==> src/rtl/ex_muldiv_pkg.sv <==
// Shared encodings for the EX-stage multiply/divide unit.
// Op codes follow the RV32M funct3 ordering.
package ex_muldiv_pkg;

    typedef enum logic [2:0] {
        MDU_MUL    = 3'd0,
        MDU_MULH   = 3'd1,
        MDU_MULHSU = 3'd2,
        MDU_MULHU  = 3'd3,
        MDU_DIV    = 3'd4,
        MDU_DIVU   = 3'd5,
        MDU_REM    = 3'd6,
        MDU_REMU   = 3'd7
    } mdu_op_e;

    typedef enum logic [1:0] {
        IDLE = 2'd0,
        CALC = 2'd1,
        DONE = 2'd2
    } mdu_state_e;

    function automatic logic op_is_div(input mdu_op_e o);
        return o[2];
    endfunction

    function automatic logic op_is_rem(input mdu_op_e o);
        return (o == MDU_REM) || (o == MDU_REMU);
    endfunction

    function automatic logic rs1_signed(input mdu_op_e o);
        return o inside {MDU_MULH, MDU_MULHSU, MDU_DIV, MDU_REM};
    endfunction

    function automatic logic rs2_signed(input mdu_op_e o);
        return o inside {MDU_MULH, MDU_DIV, MDU_REM};
    endfunction

endpackage

==> src/rtl/ex_muldiv_div_step.sv <==
// One restoring-division step: shift the remainder/dividend pair left,
// trial-subtract the divisor and keep the difference when it did not borrow.
module div_restoring_step #(
    parameter int XLEN = 32
) (
    input  logic [XLEN-1:0] rem_i,
    input  logic [XLEN-1:0] dvd_i,
    input  logic [XLEN-1:0] dvs_i,
    output logic [XLEN-1:0] rem_o,
    output logic [XLEN-1:0] dvd_o,
    output logic            q_o
);

    logic [XLEN:0] shl;
    logic [XLEN:0] diff;

    // Trial subtraction; the quotient bit enters the vacated dividend LSB.
    always_comb begin
        shl   = {rem_i, dvd_i[XLEN-1]};
        diff  = shl - {1'b0, dvs_i};
        q_o   = ~diff[XLEN];
        rem_o = q_o ? diff[XLEN-1:0] : shl[XLEN-1:0];
        dvd_o = {dvd_i[XLEN-2:0], q_o};
    end

endmodule

==> src/rtl/ex_muldiv.sv <==
// Iterative RV32M multiply/divide unit beside the EX-stage ALU.
// Works on operand magnitudes; the sign is restored in the last CALC cycle.
module ex_muldiv
    import ex_muldiv_pkg::*;
#(
    parameter int XLEN     = 32,
    parameter bit FAST_MUL = 1'b0
) (
    input  logic            clk,
    input  logic            rst_n,
    input  logic            in_valid,
    output logic            in_ready,
    input  logic [2:0]      op,
    input  logic [XLEN-1:0] r1,
    input  logic [XLEN-1:0] r2,
    input  logic [4:0]      rd,
    input  logic            flush,
    output logic            out_valid,
    input  logic            out_ready,
    output logic [XLEN-1:0] out_data,
    output logic [4:0]      out_rd,
    output logic            busy
);

    localparam int CW = $clog2(XLEN + 1);
    localparam logic [XLEN-1:0] SMIN = {1'b1, {(XLEN-1){1'b0}}};

    mdu_state_e        state_q, state_d;
    logic [CW-1:0]     cnt_q, cnt_d;
    mdu_op_e           op_q, op_d;
    logic              neg_q, neg_d;
    logic [2*XLEN-1:0] acc_q, acc_d;
    logic [XLEN-1:0]   b_q, b_d;
    logic [XLEN-1:0]   out_data_q, out_data_d;
    logic [4:0]        out_rd_q, out_rd_d;
    logic              out_valid_q, busy_q;

    mdu_op_e           op_in;
    logic              a_neg, b_neg, res_neg;
    logic [XLEN-1:0]   a_mag, b_mag;
    logic              div0, ovf, special, accept;
    logic [2*XLEN-1:0] prod;
    logic [XLEN-1:0]   special_res;
    logic [XLEN-1:0]   rem_nxt, dvd_nxt;
    logic              q_bit;
    logic [XLEN:0]     mul_sum;
    logic [2*XLEN-1:0] mul_nxt;

    // Turns an unsigned magnitude result into the rd value for the op.
    function automatic logic [XLEN-1:0] finish(
        input mdu_op_e         o,
        input logic            n,
        input logic [2*XLEN-1:0] a
    );
        logic [2*XLEN-1:0] p;
        logic [XLEN-1:0]   q;
        logic [XLEN-1:0]   r;
        p = n ? -a : a;
        q = n ? -a[XLEN-1:0] : a[XLEN-1:0];
        r = n ? -a[2*XLEN-1:XLEN] : a[2*XLEN-1:XLEN];
        case (o)
            MDU_MUL:                          return p[XLEN-1:0];
            MDU_MULH, MDU_MULHSU, MDU_MULHU:  return p[2*XLEN-1:XLEN];
            MDU_DIV, MDU_DIVU:                return q;
            default:                          return r;
        endcase
    endfunction

    div_restoring_step #(.XLEN(XLEN)) u_div_step (
        .rem_i (acc_q[2*XLEN-1:XLEN]),
        .dvd_i (acc_q[XLEN-1:0]),
        .dvs_i (b_q),
        .rem_o (rem_nxt),
        .dvd_o (dvd_nxt),
        .q_o   (q_bit)
    );

    // Operand decode, special-case detection and the shift-add step.
    always_comb begin
        op_in   = mdu_op_e'(op);
        a_neg   = rs1_signed(op_in) & r1[XLEN-1];
        b_neg   = rs2_signed(op_in) & r2[XLEN-1];
        a_mag   = a_neg ? -r1 : r1;
        b_mag   = b_neg ? -r2 : r2;
        res_neg = op_is_rem(op_in) ? a_neg : (a_neg ^ b_neg);
        div0    = op_is_div(op_in) && (r2 == '0);
        ovf     = op_is_div(op_in) && !op_in[0] && (r1 == SMIN) && (r2 == '1);
        special = div0 || ovf || (FAST_MUL && !op_is_div(op_in));
        accept  = in_valid && in_ready && !flush;
        prod    = FAST_MUL ? (2*XLEN)'(a_mag) * (2*XLEN)'(b_mag) : '0;
        if (div0) begin
            special_res = op_is_rem(op_in) ? r1 : '1;
        end else if (ovf) begin
            special_res = op_is_rem(op_in) ? '0 : SMIN;
        end else begin
            special_res = finish(op_in, res_neg, prod);
        end
        mul_sum = {1'b0, acc_q[2*XLEN-1:XLEN]} + (acc_q[0] ? {1'b0, b_q} : '0);
        mul_nxt = {mul_sum, acc_q[XLEN-1:1]};
    end

    // State register.
    always_ff @(posedge clk or negedge rst_n) begin
        if (!rst_n) begin
            state_q <= IDLE;
        end else begin
            state_q <= state_d;
        end
    end

    // Next state; flush overrides accept and the output handshake.
    always_comb begin
        state_d = state_q;
        unique case (state_q)
            IDLE:    if (accept) state_d = special ? DONE : CALC;
            CALC:    if (cnt_q == CW'(XLEN)) state_d = DONE;
            DONE:    if (out_ready) state_d = IDLE;
            default: state_d = IDLE;
        endcase
        if (flush) state_d = IDLE;
    end

    // FSM outputs decoded from state alone.
    always_comb begin
        in_ready = (state_q == IDLE);
    end

    // Datapath next values: load on accept, step in CALC, finish at the end.
    always_comb begin
        cnt_d      = cnt_q;
        op_d       = op_q;
        neg_d      = neg_q;
        acc_d      = acc_q;
        b_d        = b_q;
        out_data_d = out_data_q;
        out_rd_d   = out_rd_q;
        unique case (state_q)
            IDLE: begin
                if (accept) begin
                    cnt_d    = '0;
                    op_d     = op_in;
                    neg_d    = res_neg;
                    acc_d    = {{XLEN{1'b0}}, a_mag};
                    b_d      = b_mag;
                    out_rd_d = rd;
                    if (special) out_data_d = special_res;
                end
            end
            CALC: begin
                cnt_d = cnt_q + CW'(1);
                if (cnt_q < CW'(XLEN)) begin
                    acc_d = op_is_div(op_q) ? {rem_nxt, dvd_nxt} : mul_nxt;
                end else begin
                    out_data_d = finish(op_q, neg_q, acc_q);
                end
            end
            default: ;
        endcase
    end

    // Datapath and registered outputs.
    always_ff @(posedge clk or negedge rst_n) begin
        if (!rst_n) begin
            cnt_q       <= '0;
            op_q        <= MDU_MUL;
            neg_q       <= 1'b0;
            acc_q       <= '0;
            b_q         <= '0;
            out_data_q  <= '0;
            out_rd_q    <= '0;
            out_valid_q <= 1'b0;
            busy_q      <= 1'b0;
        end else begin
            cnt_q       <= cnt_d;
            op_q        <= op_d;
            neg_q       <= neg_d;
            acc_q       <= acc_d;
            b_q         <= b_d;
            out_data_q  <= out_data_d;
            out_rd_q    <= out_rd_d;
            out_valid_q <= (state_d == DONE);
            busy_q      <= (state_d != IDLE);
        end
    end

    assign out_valid = out_valid_q;
    assign out_data  = out_data_q;
    assign out_rd    = out_rd_q;
    assign busy      = busy_q;

endmodule

==> config.mk <==
export PLATFORM = sky130hd
export DESIGN_NAME = ex_muldiv
export DESIGN_NICKNAME = d
export VERILOG_FILES = /design/src/rtl/ex_muldiv_pkg.sv /design/src/rtl/ex_muldiv_div_step.sv /design/src/rtl/ex_muldiv.sv
export SDC_FILE = /design/constraint.sdc
export NUM_CORES = 1
export LEC_CHECK = 0
export BUFFER_PORTS_ARGS = -buffer_cell sky130_fd_sc_hd__buf_2
export CAP_MARGIN = 25
export CORE_MARGIN = 1.5
export CORE_UTILIZATION = 35
export CTS_CLUSTER_DIAMETER = 60
export DETAILED_ROUTE_END_ITERATION = 10
export GPL_ROUTABILITY_DRIVEN = 0
export GPL_TIMING_DRIVEN = 0
export PLACE_DENSITY = 0.51
export SLEW_MARGIN = 20
export SYNTH_ARGS = -nofsm -noshare
export SYNTH_HDL_FRONTEND = slang
export SYNTH_HIERARCHICAL = 1
export SYNTH_SLANG_ARGS = --single-unit
==> constraint.sdc <==
create_clock -name clk -period 9.1 [get_ports clk]
set_input_delay 1.82 -clock clk [delete_from_list [all_inputs] [get_ports clk]]
set_output_delay 1.82 -clock clk [all_outputs]
set_load 0.1 [all_outputs]
==> impl_metrics.csv <==
group,metric,value,unit
yosys,netlist_top_cells_area,"dfrtp_1 (24%), o21ai_0 (7.7%), nand2_1 (6.3%), ha_1 (5.9%), xnor2_1 (5.3%)",
critical_path,worstReg2RegStart,"acc_q[31]",
cts,cts_resized,0,
floorplanning,ioPinCount,117,
yosys,yosysSeqAreaShare,24.5,%
cts,htree_levels,4,
yosys,yosys.area.top_type,"dfrtp_1",
job,maxCapViolCount,0,
critical_path,rr_worst_depth,18,
critical_path,worst-r2r-setup-slack,4.35,ns
global_route,grt-ovfl-total,0,
sta,min_period_over_period,56.6,%
sta,worst_pin_slew,1.15,ns
critical_path,arrival,5.54,ns
drt,drt_first_pass_iters,5,
yosys,synthesis.nets,2115,
power_and_ir_drop,leakage,0.00724,uW
finish,diodes,0,
yosys,synth_top_area_share,24.5,%
yosys,synth_seq_cells,147,
min_path,hold_class,"reg2reg",
critical_path,reg2reg_to,"acc_q[51]",
sta,maxClockFrequency,194,MHz
finish,seq_area,3680,um^2
drt,wirelength,61300,um
finish,nets,2253,
critical_path,start_kind,"input pin",
floorplanning,die_area,44200,um^2
global_route,grt_pass1_vias,15000,
sta,rsz0062_at_grt,"no",
critical_path,end_kind,"register",
global_route,track_usage,28.0,%
cts,clock_latency,0.50,ns
min_path,min_to,"out_data[23]",
drt,drt_iter0_drc,1398,
sta,setup_viol,0,
min_path,min-delay-start,"out_data[23]",
finish,area_delta_synth_final,12.5,%
sta,fin_setup_tns,0,ns
finish,fillers,4463,
min_path,whs_path_depth,2,
cts,clkTransAtPathRegs,0.07,ns
yosys,yosys_warnings,6,
critical_path,worstPathMaxFanout,10,
floorplanning,start_util,35.7,%
global_route,antenna_found_initial,1,
cts,cts_buffer_depth,2,
global_route,grt_pass1_wl,93100,um
finish,drive_above_1_share,12.1,%
cts,ctsHoldBuffers,0,
floorplanning,die_w,210,um
yosys,synth_edf_count,0,
drt,viasPerCell,5.93,
yosys,synth.distinct_cells,91,
cts,cts_tree,"yes",
placement,io_buffers,116,
drt,ant_nets,0,
yosys,synthCells,1965,
critical_path,crit_type,"in2reg",
global_route,grt_max_degree,88,
cts,cts_made_buffers,17,
critical_path,critPathRequiredTime,9.49,ns
power_and_ir_drop,cellPowerDensity,367,nW/um^2
outcome,outcome,"finished clean",
finish,final_util,40.1,%
sta,clock_skew,0.0153,ns
yosys,synth_area_per_cell,7.65,um^2
power_and_ir_drop,irDropWorstVdd,0.222,mV
cts,cts_root_buf,"clkbuf_16",
drt,drcViolationCount,0,
drt,wl_per_cell,23.1,um
yosys,syn-cell-area,15000,um^2
floorplanning,die_h,210,um
finish,multi_input_area,10300,um^2
cts,post_cts_buffers,0,
sta,post-route-min-period,5.15,ns
sta,drv_slew,0,
yosys,ys_async_sr_fraction,100,%
sta,slew_headroom,23.2,%
cts,numClockSinks,147,
floorplanning,rows,75,
floorplanning,core,42100,um^2
placement,dpl.hpwl,48000,um
drt,vias,15700,
yosys,synthFlopType,"dfrtp_1",
sta,hold_viol,0,
## worst max-delay path: stages
cell and delay (ns):
buf_2 0.14, inv_1 0.18, ha_1 0.31, nand3b_1 0.18, or3_1 0.36, and4b_1 0.28, a21o_1 0.29, a21oi_1 0.81
clkbuf_1 0.80, a21oi_1 0.09, o21ai_1 0.18, nand2_1 0.07
## metrics by stage
| step | setup slack, ns | instances | power (uW) | instance area, um^2 | hold slack [ns] |
|---|---|---|---|---|---|
| finish | 3.95 | 2655 | 6210 | 16900 | 0.471 |
| global route | 3.90 | 2655 | 6600 | 16900 | 0.507 |
| CTS | 4.14 | 2654 | 6130 | 16900 | 0.474 |
| detailed placement | 3.62 | 2622 | 5400 | 16300 | 0.458 |
| global placement | 3.66 | 2620 | 5370 | 16300 | 0.450 |
| floorplan | 4.95 | 1965 | 4280 | 15000 | 0.463 |
## report_power, final
part	total, uW	switching (uW)	internal [uW]
registers	1260	402	855
logic	4240	2630	1610
clock network	708	326	382
## cells in the mapped netlist (6+ instances only)
library cell	count
o22ai_1	14
mux2_4	19
clkbuf_1	103
a221oi_1	7
nand4_1	24
mux2i_1	39
ha_1	71
nor3_1	40
or3_1	28
o41ai_1	10
nand3b_1	7
nor2b_1	15
buf_2	8
or2_2	9
nor4_1	15
a21o_1	34
dfrtp_1	147
o31ai_1	28
nand2b_1	16
nand2_1	253
o21ai_0	231
o211ai_1	18
o21ai_1	16
a32oi_1	9
a31oi_1	33
or4_1	11
a211oi_1	15
o21bai_1	8
a21oi_1	124
a22o_1	7
o2111ai_1	11
xor2_1	76
o221ai_1	6
buf_4	35
and3_1	11
o21a_1	12
nor3b_1	9
a311oi_1	8
nand3_1	48
xnor2_1	91
nor2_1	110
inv_1	61
and2_1	42
## worst max-delay path by stage
stage,start,end,slack [ns],depth (start not counted)
2_1_floorplan,r2[2],out_data[14],4.95,11
3_3_place_gp,rst_n,b_q[19],3.66,1
3_5_place_dp,r1[0],out_data[23],3.62,12
4_1_cts,r1[0],out_data[23],4.14,12
5_1_grt,r1[0],out_data[23],3.90,12
6_report,r1[0],out_data[23],3.95,12
## cells by family after synthesis
| family | count (synthesis) | share of synthesized area (%) |
|---|---|---|
| AO/OA/AOI/OAI | 631 | 26.0 |
| adder cells (fa/ha/maj) | 73 | 6.18 |
| multiplexers | 64 | 5.02 |
| buffers and inverters | 217 | 6.92 |
| flip-flops | 147 | 24.5 |
| AND/OR/NAND/NOR | 666 | 21.7 |
| XOR/XNOR | 167 | 9.73 |
## layout by cell type, fill, tap and decap left out, types with 9 or more instances in the layout
cell	synthesis	layout
o21a_1	12	12
buf_2	8	123
nand2b_1	16	16
nor2b_1	15	15
nand4_1	24	24
dfrtp_1	147	147
o2111ai_1	11	11
clkbuf_1	103	105
inv_1	61	61
nand3_1	48	48
nor3b_1	9	9
a31oi_1	33	33
a21o_1	34	34
o22ai_1	14	14
mux2i_1	39	39
or4_1	11	11
ha_1	71	71
buf_4	35	36
nor2_1	110	110
and3_1	11	11
nor4_1	15	15
clkbuf_16	0	17
a32oi_1	9	9
mux2_4	19	19
a21oi_1	124	124
nand2_1	253	253
o41ai_1	10	10
o211ai_1	18	18
xor2_1	76	76
o21ai_0	231	231
nor3_1	40	39
o31ai_1	28	28
o21ai_1	16	16
and2_1	42	42
xnor2_1	91	91
a211oi_1	15	15
or3_1	28	28
or2_2	9	9
## final cells by class
type                       count  area share [%]
clock inverter                12           0.629
inverter                      62            1.42
clock buffer                  20            2.64
timing repair buffer         119            3.79
tap                          539            3.99
multi-input combinational   1601            61.0
sequential                   147            21.8
buffer                       155            4.74
## flip-flops by register name, summed over array words and instances (netlist names)
signal / count
acc_q: 64
b_q: 32
busy: 1
cnt_q: 6
neg_q: 1
op_q: 3
out_data: 32
out_rd: 5
out_valid: 1
state_q: 2
## per-layer routing
metal | vias to the layer above | wire length (um) | GRT usage [%]
li1 | 7358 | - | -
met1 | 7631 | 27500 | 38.1
met2 | 648 | 26400 | 42.0
met3 | 110 | 5380 | 7.58
met4 | 0 | 1990 | 10.9
met5 | - | 0 | 0
No activity file was read; power rests on OpenSTA's default activity.
